--- src/rtl/unidade_controle_niveis.sv ---
// Control FSM for the drone game with lives, levels, pause and post-hit invulnerability.
// Sits between input conditioning (edge detectors, move timer, collision/map logic) and the
// datapath. A collision or timeout costs one life. Finishing a map advances the level until the
// last one is cleared.
//
// Ports:
//   clock, reset                 clock (rising edge) and synchronous active-high reset
//   iniciar, confirma, pausa     start, menu-confirm and pause-toggle pulses
//   timeout, fim_mapa, colisao   move timer expired, map finished, collision (valid in CHECA)
//   borda_movimento              movement command edge
//   vidas_sel                    lives chosen in the lives menu
//   zeraPosicoes .. perdeu       registered Moore control/status outputs
//   invulneravel                 invulnerability counter is nonzero
//   vidas_restantes, nivel       lives left and current 0-based level
//   db_estado                    current state code (4'hF if illegal)
module unidade_controle_niveis #(
  parameter int unsigned N_VIDAS_MAX  = 3,
  parameter int unsigned W_VIDAS      = 2,
  parameter int unsigned N_NIVEIS     = 4,
  parameter int unsigned W_NIVEL      = 2,
  parameter int unsigned INVUL_CICLOS = 16,
  parameter int unsigned W_INVUL      = 5
) (
  input  logic               clock,
  input  logic               reset,
  input  logic               iniciar,
  input  logic               confirma,
  input  logic               pausa,
  input  logic               timeout,
  input  logic               fim_mapa,
  input  logic               colisao,
  input  logic               borda_movimento,
  input  logic [W_VIDAS-1:0] vidas_sel,
  output logic               zeraPosicoes,
  output logic               zeraT,
  output logic               contaT,
  output logic               escolhe_modo,
  output logic               escolhe_vida,
  output logic               desloca,
  output logic               atualiza_out,
  output logic               checa_colisao_out,
  output logic               perde_vida,
  output logic               carrega_nivel,
  output logic               pausado,
  output logic               venceu,
  output logic               perdeu,
  output logic               invulneravel,
  output logic [W_VIDAS-1:0] vidas_restantes,
  output logic [W_NIVEL-1:0] nivel,
  output logic [3:0]         db_estado
);

  typedef enum logic [3:0] {
    StInicial     = 4'h0,
    StPreparacao  = 4'h1,
    StModo        = 4'h2,
    StEspera      = 4'h3,
    StDeslocamento = 4'h4,
    StCheca       = 4'h5,
    StProximo     = 4'h6,
    StDerrota     = 4'h7,
    StVitoria     = 4'h8,
    StVidas       = 4'h9,
    StAtualiza    = 4'hA,
    StPerdeVida   = 4'hB,
    StProxNivel   = 4'hC,
    StPausa       = 4'hD
  } estado_t;

  localparam logic [W_VIDAS-1:0] VidasMax    = W_VIDAS'(N_VIDAS_MAX);
  localparam logic [W_NIVEL-1:0] UltimoNivel = W_NIVEL'(N_NIVEIS - 1);
  localparam logic [W_INVUL-1:0] InvulCarga  = W_INVUL'(INVUL_CICLOS);

  estado_t            estado_q, estado_d;
  logic [W_INVUL-1:0] invul_q;
  logic [16:0]        saidas_q;

  assign invulneravel = (invul_q != '0);

  // Output bundle {13 control/status bits, 4-bit state code} for a given state.
  function automatic logic [16:0] decodifica(input estado_t e);
    logic [12:0] s;
    logic [3:0]  db;
    s  = '0;
    db = e;
    case (e)
      StInicial:      s[12:11] = 2'b11;  // zeraPosicoes, zeraT
      StPreparacao:   s[12:11] = 2'b11;
      StModo:         s[9]     = 1'b1;
      StVidas:        s[8]     = 1'b1;
      StEspera:       s[10]    = 1'b1;
      StDeslocamento: s[7]     = 1'b1;
      StAtualiza:     s[6]     = 1'b1;
      StCheca:        s[5]     = 1'b1;
      StProximo:      s[11]    = 1'b1;
      StPerdeVida:    begin s[11] = 1'b1; s[4] = 1'b1; end
      StProxNivel:    s[3]     = 1'b1;
      StPausa:        s[2]     = 1'b1;
      StVitoria:      s[1]     = 1'b1;
      StDerrota:      s[0]     = 1'b1;
      default:        db       = 4'hF;
    endcase
    return {s, db};
  endfunction

  always_comb begin
    estado_d = estado_q;
    case (estado_q)
      StInicial:      if (iniciar) estado_d = StModo;
      StModo:         if (confirma) estado_d = StVidas;
      StVidas:        if (confirma) estado_d = StPreparacao;
      StPreparacao:   estado_d = StEspera;
      StEspera: begin
        if (timeout)              estado_d = StPerdeVida;
        else if (pausa)           estado_d = StPausa;
        else if (borda_movimento) estado_d = StDeslocamento;
      end
      StPausa:        if (pausa) estado_d = StEspera;
      StDeslocamento: estado_d = StAtualiza;
      StAtualiza:     estado_d = StCheca;
      StCheca:        estado_d = (colisao && !invulneravel) ? StPerdeVida : StProximo;
      StPerdeVida:    estado_d = (vidas_restantes <= W_VIDAS'(1)) ? StDerrota : StEspera;
      StProximo: begin
        if (fim_mapa) estado_d = (nivel == UltimoNivel) ? StVitoria : StProxNivel;
        else          estado_d = StEspera;
      end
      StProxNivel:    estado_d = StPreparacao;
      StDerrota:      if (iniciar) estado_d = StModo;
      StVitoria:      if (iniciar) estado_d = StModo;
      default:        estado_d = StInicial;
    endcase
  end

  always_ff @(posedge clock) begin
    if (reset) begin
      estado_q        <= StInicial;
      vidas_restantes <= '0;
      nivel           <= '0;
      invul_q         <= '0;
      saidas_q        <= decodifica(StInicial);
    end else begin
      estado_q <= estado_d;
      // Outputs are registered from the next state so they line up with estado_q.
      saidas_q <= decodifica(estado_d);

      if (estado_q == StVidas && confirma) begin
        if (vidas_sel == '0)          vidas_restantes <= W_VIDAS'(1);
        else if (vidas_sel > VidasMax) vidas_restantes <= VidasMax;
        else                          vidas_restantes <= vidas_sel;
        nivel <= '0;
      end else if (estado_q == StPerdeVida && vidas_restantes != '0) begin
        vidas_restantes <= vidas_restantes - W_VIDAS'(1);
      end else if (estado_q == StProxNivel) begin
        nivel <= nivel + W_NIVEL'(1);
      end

      if (estado_q == StPerdeVida && estado_d == StEspera) begin
        invul_q <= InvulCarga;
      end else if (invul_q != '0 && estado_q != StPausa) begin
        invul_q <= invul_q - W_INVUL'(1);
      end
    end
  end

  assign {zeraPosicoes, zeraT, contaT, escolhe_modo, escolhe_vida, desloca, atualiza_out,
          checa_colisao_out, perde_vida, carrega_nivel, pausado, venceu, perdeu} = saidas_q[16:4];
  assign db_estado = saidas_q[3:0];

endmodule

--- config.mk ---
export PLATFORM = sky130hd
export DESIGN_NAME = unidade_controle_niveis
export DESIGN_NICKNAME = d
export VERILOG_FILES = /design/src/rtl/unidade_controle_niveis.sv
export SDC_FILE = /design/constraint.sdc
export NUM_CORES = 1
export LEC_CHECK = 0
export ABC_AREA = 0
export CORE_ASPECT_RATIO = 0.8
export CORE_MARGIN = 2
export CORE_UTILIZATION = 49
export CTS_BUF_LIST = sky130_fd_sc_hd__clkbuf_4 sky130_fd_sc_hd__clkbuf_8 sky130_fd_sc_hd__clkbuf_16
export DETAILED_ROUTE_END_ITERATION = 16
export PLACE_DENSITY = 0.78
export SYNTH_ARGS = -nofsm -noshare
export SYNTH_HDL_FRONTEND = slang
export SYNTH_SLANG_ARGS = --single-unit
--- constraint.sdc ---
create_clock -name clock -period 2.5 [get_ports clock]
set_clock_uncertainty 0.15 [all_clocks]
set_input_delay 0.5 -clock clock [delete_from_list [all_inputs] [get_ports clock]]
set_output_delay 0.5 -clock clock [all_outputs]
set_load 0.005 [all_outputs]
== After elaboration in Yosys (flattened, before gate mapping) ==
Index checks and enable logic that the tools add are counted.

* RAM bits: 0
* Output and inout port bits: 22
* Register bits after elaboration: 30
* Bits in read-only memories: 0
* Latch bits: 0
* Memories kept: 0
* Word-level logic and storage cells: 92

* $add $sub $neg: 3
* Reduce and logical (&&, ||, !) cells: 20
* Divide/modulo/power cells: 0
* Equal/unequal tests: 28
* Magnitude comparators: 2
* Multiplexer cells: 32
* Shift-type cells: 0
* Multiply operators: 0
* Bitwise operators: 1

{| class="wikitable"
|+ Operators by type and width
! cell !! number
|-
| == test 4 bit (second input constant) || 12
|-
| one-hot mux 4 bit (12 select lines) || 1
|-
| two-way mux 4 bit || 10
|-
| == test 4 x 3 -> 1 bit (second input constant) || 8
|-
| == test 4 x 2 -> 1 bit (second input constant) || 4
|-
| OR reduction 14 bit || 1
|-
| two-way mux 1 bit || 13
|-
| two-way mux 5 bit || 2
|-
| == test 4 x 1 -> 1 bit (second input constant) || 2
|-
| logical NOT 4 bit || 2
|-
| two-way mux 2 bit || 4
|-
| two-way mux 3 bit || 2
|-
| nonzero test 2 bit || 3
|-
| OR reduction 2 bit || 3
|-
| logical AND 1 bit || 5
|-
| nonzero test 5 bit || 1
|-
| subtractor 5 x 1 -> 5 bit (second input constant) || 1
|-
| != test 4 bit (second input constant) || 1
|-
| OR reduction 4 bit || 1
|-
| OR reduction 3 bit || 1
|-
| adder 2 x 1 -> 2 bit (second input constant) || 1
|-
| == test 2 bit (second input constant) || 1
|-
| > comparator 2 bit (second input constant) || 1
|-
| <= comparator 2 x 1 -> 1 bit (second input constant) || 1
|-
| 5 further kinds || 5
|}

== Logic depth before layout (Yosys ltp) ==
* Depth in word-level cells: 8
* Mapped depth: 9

== Worst setup path after synthesis ==
No wires, ideal clock.

* Kind: register to register
* Start point: register invul_q[0]
* End point: register invul_q[4]
* Period minus slack after synthesis: 1.840 ns
* Library setup time: 0.071 ns
* Stages on the path, launching flop included: 9
* Arrival: 1.619 ns
* Slack: 0.660 ns
* Cells stage by stage: dfxtp_1 inv_1 ha_1 nor4b_4 and2b_2 nand2_1 or3_1 xor2_1 a21oi_1

* Cells in the longest elaborated chain, start to end: 8
* Elaborated cells between the ends (all ways): 12
* Classes of those cells: add/sub (1); eq/ne (1); mux (4); reduce/logical (6)

{| class="wikitable"
|+ Ends and longest elaborated chain
! element !! line !! source
|-
| start: declaration || 75 || <nowiki>logic [W_INVUL-1:0] invul_q;</nowiki>
|-
| start signal: assignment || 158 || <nowiki>invul_q <= InvulCarga;</nowiki>
|-
| start signal: assignment || 160 || <nowiki>invul_q <= invul_q - W_INVUL'(1);</nowiki>
|-
| nonzero test 5 bit || 78, 159 ||
|-
| logical NOT 1 bit || 121 || <nowiki>StCheca: estado_d = (colisao && !invulneravel) ? StPerdeVida : StProximo;</nowiki>
|-
| logical AND 1 bit || 121 ||
|-
| two-way mux 4 bit || 121 ||
|-
| one-hot mux 4 bit (12 select lines) || 108 || <nowiki>case (estado_q)</nowiki>
|-
| == test 4 x 2 -> 1 bit || 157 || <nowiki>if (estado_q == StPerdeVida && estado_d == StEspera) begin</nowiki>
|-
| logical AND 1 bit || 157 ||
|-
| two-way mux 5 bit / nonzero test 2 bit (equally long branches) || - ||
|}

Several ways; a longest one is shown, not always the timed one. The select of a mux whose other input is x is not followed.
A chain may end at the register's enable or synchronous reset.

== Final worst setup path ==
* Start point: register estado_q[0]
* End point: register invul_q[1]

* Cells in the longest elaborated chain, start to end: 7
* Elaborated cells between the ends (all ways): 28
* Classes of those cells: eq/ne (15); mux (8); reduce/logical (5)

{| class="wikitable"
|+ Ends and longest elaborated chain
! element !! line !! source
|-
| start: declaration || 74 || <nowiki>estado_t estado_q, estado_d;</nowiki>
|-
| start signal: assignment || 136 || <nowiki>estado_q <= StInicial;</nowiki>
|-
| start signal: assignment || 142 || <nowiki>estado_q <= estado_d;</nowiki>
|-
| two-way mux 4 bit || 116 || <nowiki>else if (borda_movimento) estado_d = StDeslocamento;</nowiki>
|-
| two-way mux 4 bit || 115 || <nowiki>else if (pausa) estado_d = StPausa;</nowiki>
|-
| two-way mux 4 bit || 114 || <nowiki>if (timeout) estado_d = StPerdeVida;</nowiki>
|-
| one-hot mux 4 bit (12 select lines) || 108 ||
|-
| == test 4 x 2 -> 1 bit || 157 ||
|-
| logical AND 1 bit || 157 ||
|-
| OR reduction 2 bit (no line) || - ||
|}

Several ways; a longest one is shown, not always the timed one.

==> results.md <==
Outcome:
- The run finished with clean final reports.

STA:
- The number of pins exceeding their max-slew limit in the final report is 0.
- The final period utilization is 90.51%.
- Setup repair after global routing left no endpoint under its margin.
- The count of final hold-check violations is 0.
- The max-slew headroom at the worst pin is 57.99%.
- The peak clock frequency supported by timing is 0.4420 GHz.
- Setup violations remaining at the end of the flow were counted as 0.
- The slew at the pin closest to its max-slew limit is 0.6293 ns.
- The final-layout setup total negative slack is 0 ns.
- The clock period minus final worst setup slack is 2.263 ns.

Global routing:
- The wire length of the first global-routing pass is 5658 um.
- In the global route stage, overall resource usage came out at 21.82%.
- In the global route stage, met1 resource usage came out at 27.70%.
- The layer carrying the most global-route usage is met2.
- The initial antenna violation count is 0.
- Summed over all layers, the global routing overflow is 0.
- In the global route stage, met2 resource usage came out at 35.86%.
- For met3 alone, demand over resource in global routing was 6.596%.
- The maximum number of pins on one net before global-route repair is 20.
- The via count of the first global-routing pass was 1232.

Logic synthesis:
- In the synthesized netlist the dominant register cell turns out to be dfxtp_1.
- The flip-flop and latch count after synthesis is 29.
- The fraction of registers with async set/reset is 0%.
- The sequential cell area fraction in the yosys report is 38.99%.
- Counting distinct cell types in the post-synthesis netlist gives 50.
- In this run, synthesis inferred 0 flip-flops with an integrated enable.
- The netlist area before placement is 0.001489 sq mm.
- The number of warnings issued by yosys is 0.
- The synthesized area per cell is 9.191 sq um.
- The net count of the mapped netlist is 178.
- In the synthesized netlist, the number of instances is 162.

Clock network:
- Clock tree synthesis found a total of 29 sinks.
- The number of post-CTS setup repair buffers is 0.
- The post-CTS resize count is 0.
- The maximum level of the CTS H-tree is 2.
- The worst-case clock buffer depth is 2.
- The clock tree root buffer cell is clkbuf_8.
- After clock tree synthesis, the flow added hold-fix buffers numbering 0.
- TritonCTS built the clock tree.
- The insertion delay of the later-clocked pin in the worst-skew pair is 0.27 ns.
- The clock transition at the registers of the reported paths is 0.06 ns.
- The number of CTS-inserted buffers is 5.

Flow run:
- Across the run, the number of max-cap violations was 0.

Critical path:
- Walking the worst path, the cells encountered are nand4b_1, o22ai_1, a21oi_1, o311a_1, a21o_1, a211oi_2.
- The master of the slowest instance on the critical path is dfxtp_1.
- The number of cells on the worst reg-to-reg path is 6.
- The maximum fanout encountered on the critical timing path is 19.
- The worst flop-to-flop path endpoint is invul_q[1].
- The minimum setup slack among reg-to-reg paths is 0.24 ns.
- The setup path with the least slack is of type flip-flop to flip-flop.
- The startpoint type of the worst setup path is a flip-flop.
- The kind of cell with the highest combined delay along the critical path is compound AO/OA/AOI/OAI gates.
- The worst endpoint required time is 2.54 ns.
- For this run, the slowest stage of the critical path takes 0.72 ns.
- The number of buffers and inverters on the critical path is 0.
- The critical path arrival is 2.31 ns.
- In this run the critical register-to-register path is launched from estado_q[0].
- STA classifies the critical path endpoint as a flip-flop.

Power and ir drop:
- In this run the static leakage power is 0.7421 nW.
- The total power per unit cell area is 777.3 mW/mm^2.
- The peak supply drop is 0.0003765 V.

Cells and area:
- After filler insertion, the fill cell instance count of the layout stands at 233.
- 0 antenna diodes ended up in the layout.
- The combined flip-flop and latch cell area is 580.6 sq um.
- In the final layout, the share of cells above drive strength 1 is 14.21%.
- The layout-stage area growth over the synthesis result is 29.08%.
- The number of standard cells in the layout, taps in and fillers out is 235.
- Summing all multi-input logic gate instances after layout gives 800.8 sq um.
- After the last flow step, the layout net total stands at 212.

Placed design:
- The congestion estimate from routability-driven global placement came to 0.9024.
- The total half-perimeter wirelength after legalization and detailed placement is 2473 um.
- The count of input and output buffers is 32.
- In this run, placement finished with an instance count of 227.

Drt:
- The number of design-rule violations left by the first detailed-router iteration is 55.
- The average wire length per cell after detail routing is 14.03 um.
- In this run the remaining antenna-violating nets after routing total 0.
- The number of DRC violations after detailed routing is 0.
- The via density per instance is 5.340.
- The number of detailed-route iterations in the first pass is 4.
- Summing over every cut layer, the via total after detailed routing is 1255.
- Summed over all layers, the routed wires come to 3298 um.

Die:
- The initialized floorplan defines 17 standard-cell rows.
- The die outline height is 53.31 um.
- The initial utilization of the core area, before any placement, comes to 52.63%.
- The total die area is 0.003498 sq mm.
- The die is 65.63 um wide.
- In this run the standard cell core region covers 0.002829 sq mm.
- During I/O placement, the number of pins put on the boundary was 33.

Min path:
- The worst hold path terminates at invul_q[1].
- The type of the tightest min-delay check is flip-flop to flip-flop.
- The source of the worst hold timing path is invul_q[1].
- The worst hold path was traced through 2 stages.
-- metal layers --
| layer | vias to the layer above | wire (um) |
|---|---|---|
| met5 | - | 0 |
| met3 | 2 | 223 |
| met4 | 0 | 17 |
| li1 | 632 | - |
| met2 | 48 | 1525 |
| met1 | 573 | 1532 |
-- registers in the layout, indices dropped and copies added (netlist names) --
name / flops
nivel: 2
estado_q: 3
saidas_q: 17
vidas_restantes: 2
invul_q: 5
-- layout make-up --
type                       count  share of cell area [%]
multi-input combinational    112                   41.67
clock inverter                 2                  0.5208
tap                           38                   2.474
clock buffer                   6                   3.971
timing repair buffer          39                   19.40
inverter                       9                   1.758
sequential                    29                   30.21
-- worst max-delay path by stage --
stage	from	end	cells after the start
after floorplan	invul_q[0]	invul_q[4]	8
after global placement	pausa	invul_q[1]	7
after detailed placement	pausa	invul_q[3]	7
after CTS	invul_q[0]	invulneravel	5
after global routing	invul_q[0]	invul_q[3]	8
final	estado_q[0]	invul_q[1]	6
-- layout by cell type, fill, tap and decap left out, drive strengths merged, types with 2 or more instances in the layout --
cell type,netlist,final
xor2,3,3
or3,2,2
inv,9,9
o21bai,3,3
buf,10,7
nand2b,3,3
a21oi,6,6
nor4b,4,4
and4b,2,2
nand3,2,2
clkinv,0,2
o211ai,2,2
o22ai,2,2
and2b,2,2
clkbuf,2,6
clkdlybuf4s50,0,32
xnor2,3,3
mux2i,3,3
nor3b,3,3
o21ai,4,4
nand4b,2,2
a31oi,3,3
nor2b,6,6
a211oi,2,2
dfxtp,29,29
nand2,11,11
nor2,17,17
nor3,8,8
ha,5,5
-- cells in the mapped netlist (2+ instances only) --
cell type	n	area share (%)
a21oi_1	6	2.0
a31oi_1	3	1.3
and4b_1	2	1.3
buf_2	2	0.67
buf_4	7	3.5
clkbuf_1	2	0.50
dfxtp_1	29	39
ha_1	5	4.2
inv_1	9	2.3
mux2i_1	3	2.0
nand2_1	11	2.8
nand2b_1	3	1.3
nand3_1	2	0.67
nand4b_1	2	1.2
nor2_1	17	4.3
nor2b_1	6	2.5
nor3_1	5	1.7
nor3_2	3	2.0
nor3b_1	2	1.0
nor4b_2	3	3.0
o21ai_0	3	1.0
o21bai_1	3	1.5
o22ai_1	2	0.84
or3_1	2	0.84
xnor2_1	3	1.8
xor2_1	3	1.8
-- through the flow --
| stage | hold slack, ns | area (sq um) | setup WS (ns) | total power [W] | utilization, % |
|---|---|---|---|---|---|
| global route | 0.4371 | 1922 | 0.05779 | 0.001601 | 67.93 |
| detailed placement | 0.3737 | 1836 | 0.01719 | 0.001134 | 64.88 |
| floorplan | 0.3571 | 1489 | 0.6595 | 0.0009610 | - |
| global placement | 0.3787 | 1836 | 0.09381 | 0.001119 | 64.88 |
| CTS | 0.3954 | 1922 | 0.2361 | 0.001504 | 67.93 |
| finish | 0.3953 | 1922 | 0.2373 | 0.001494 | 67.93 |
-- power by group --
part           leakage, nW  internal [W]  switching [W]
clock network       0.0484      0.000203       0.000161
logic                0.457      0.000270       0.000259
registers            0.237      0.000531      0.0000692
total                0.742       0.00100       0.000490
-- tightest hold or removal path: cells and delay by family (launching register included) --
kind | cells | cell delay, ns
simple gates | 1 | 0.13
flops | 1 | 0.32
compound gates | 1 | 0.04
-- kinds of logic after synthesis --
logic type | after synthesis | synth area share (%)
simple gates | 69 | 29.92
compound gates | 29 | 14.12
flops | 29 | 38.99
xor+xnor | 6 | 3.530
mux | 3 | 2.017
fa+ha+maj | 5 | 4.202
buf+inv | 21 | 7.227
Note: power is estimated with default switching activity, not from simulation.
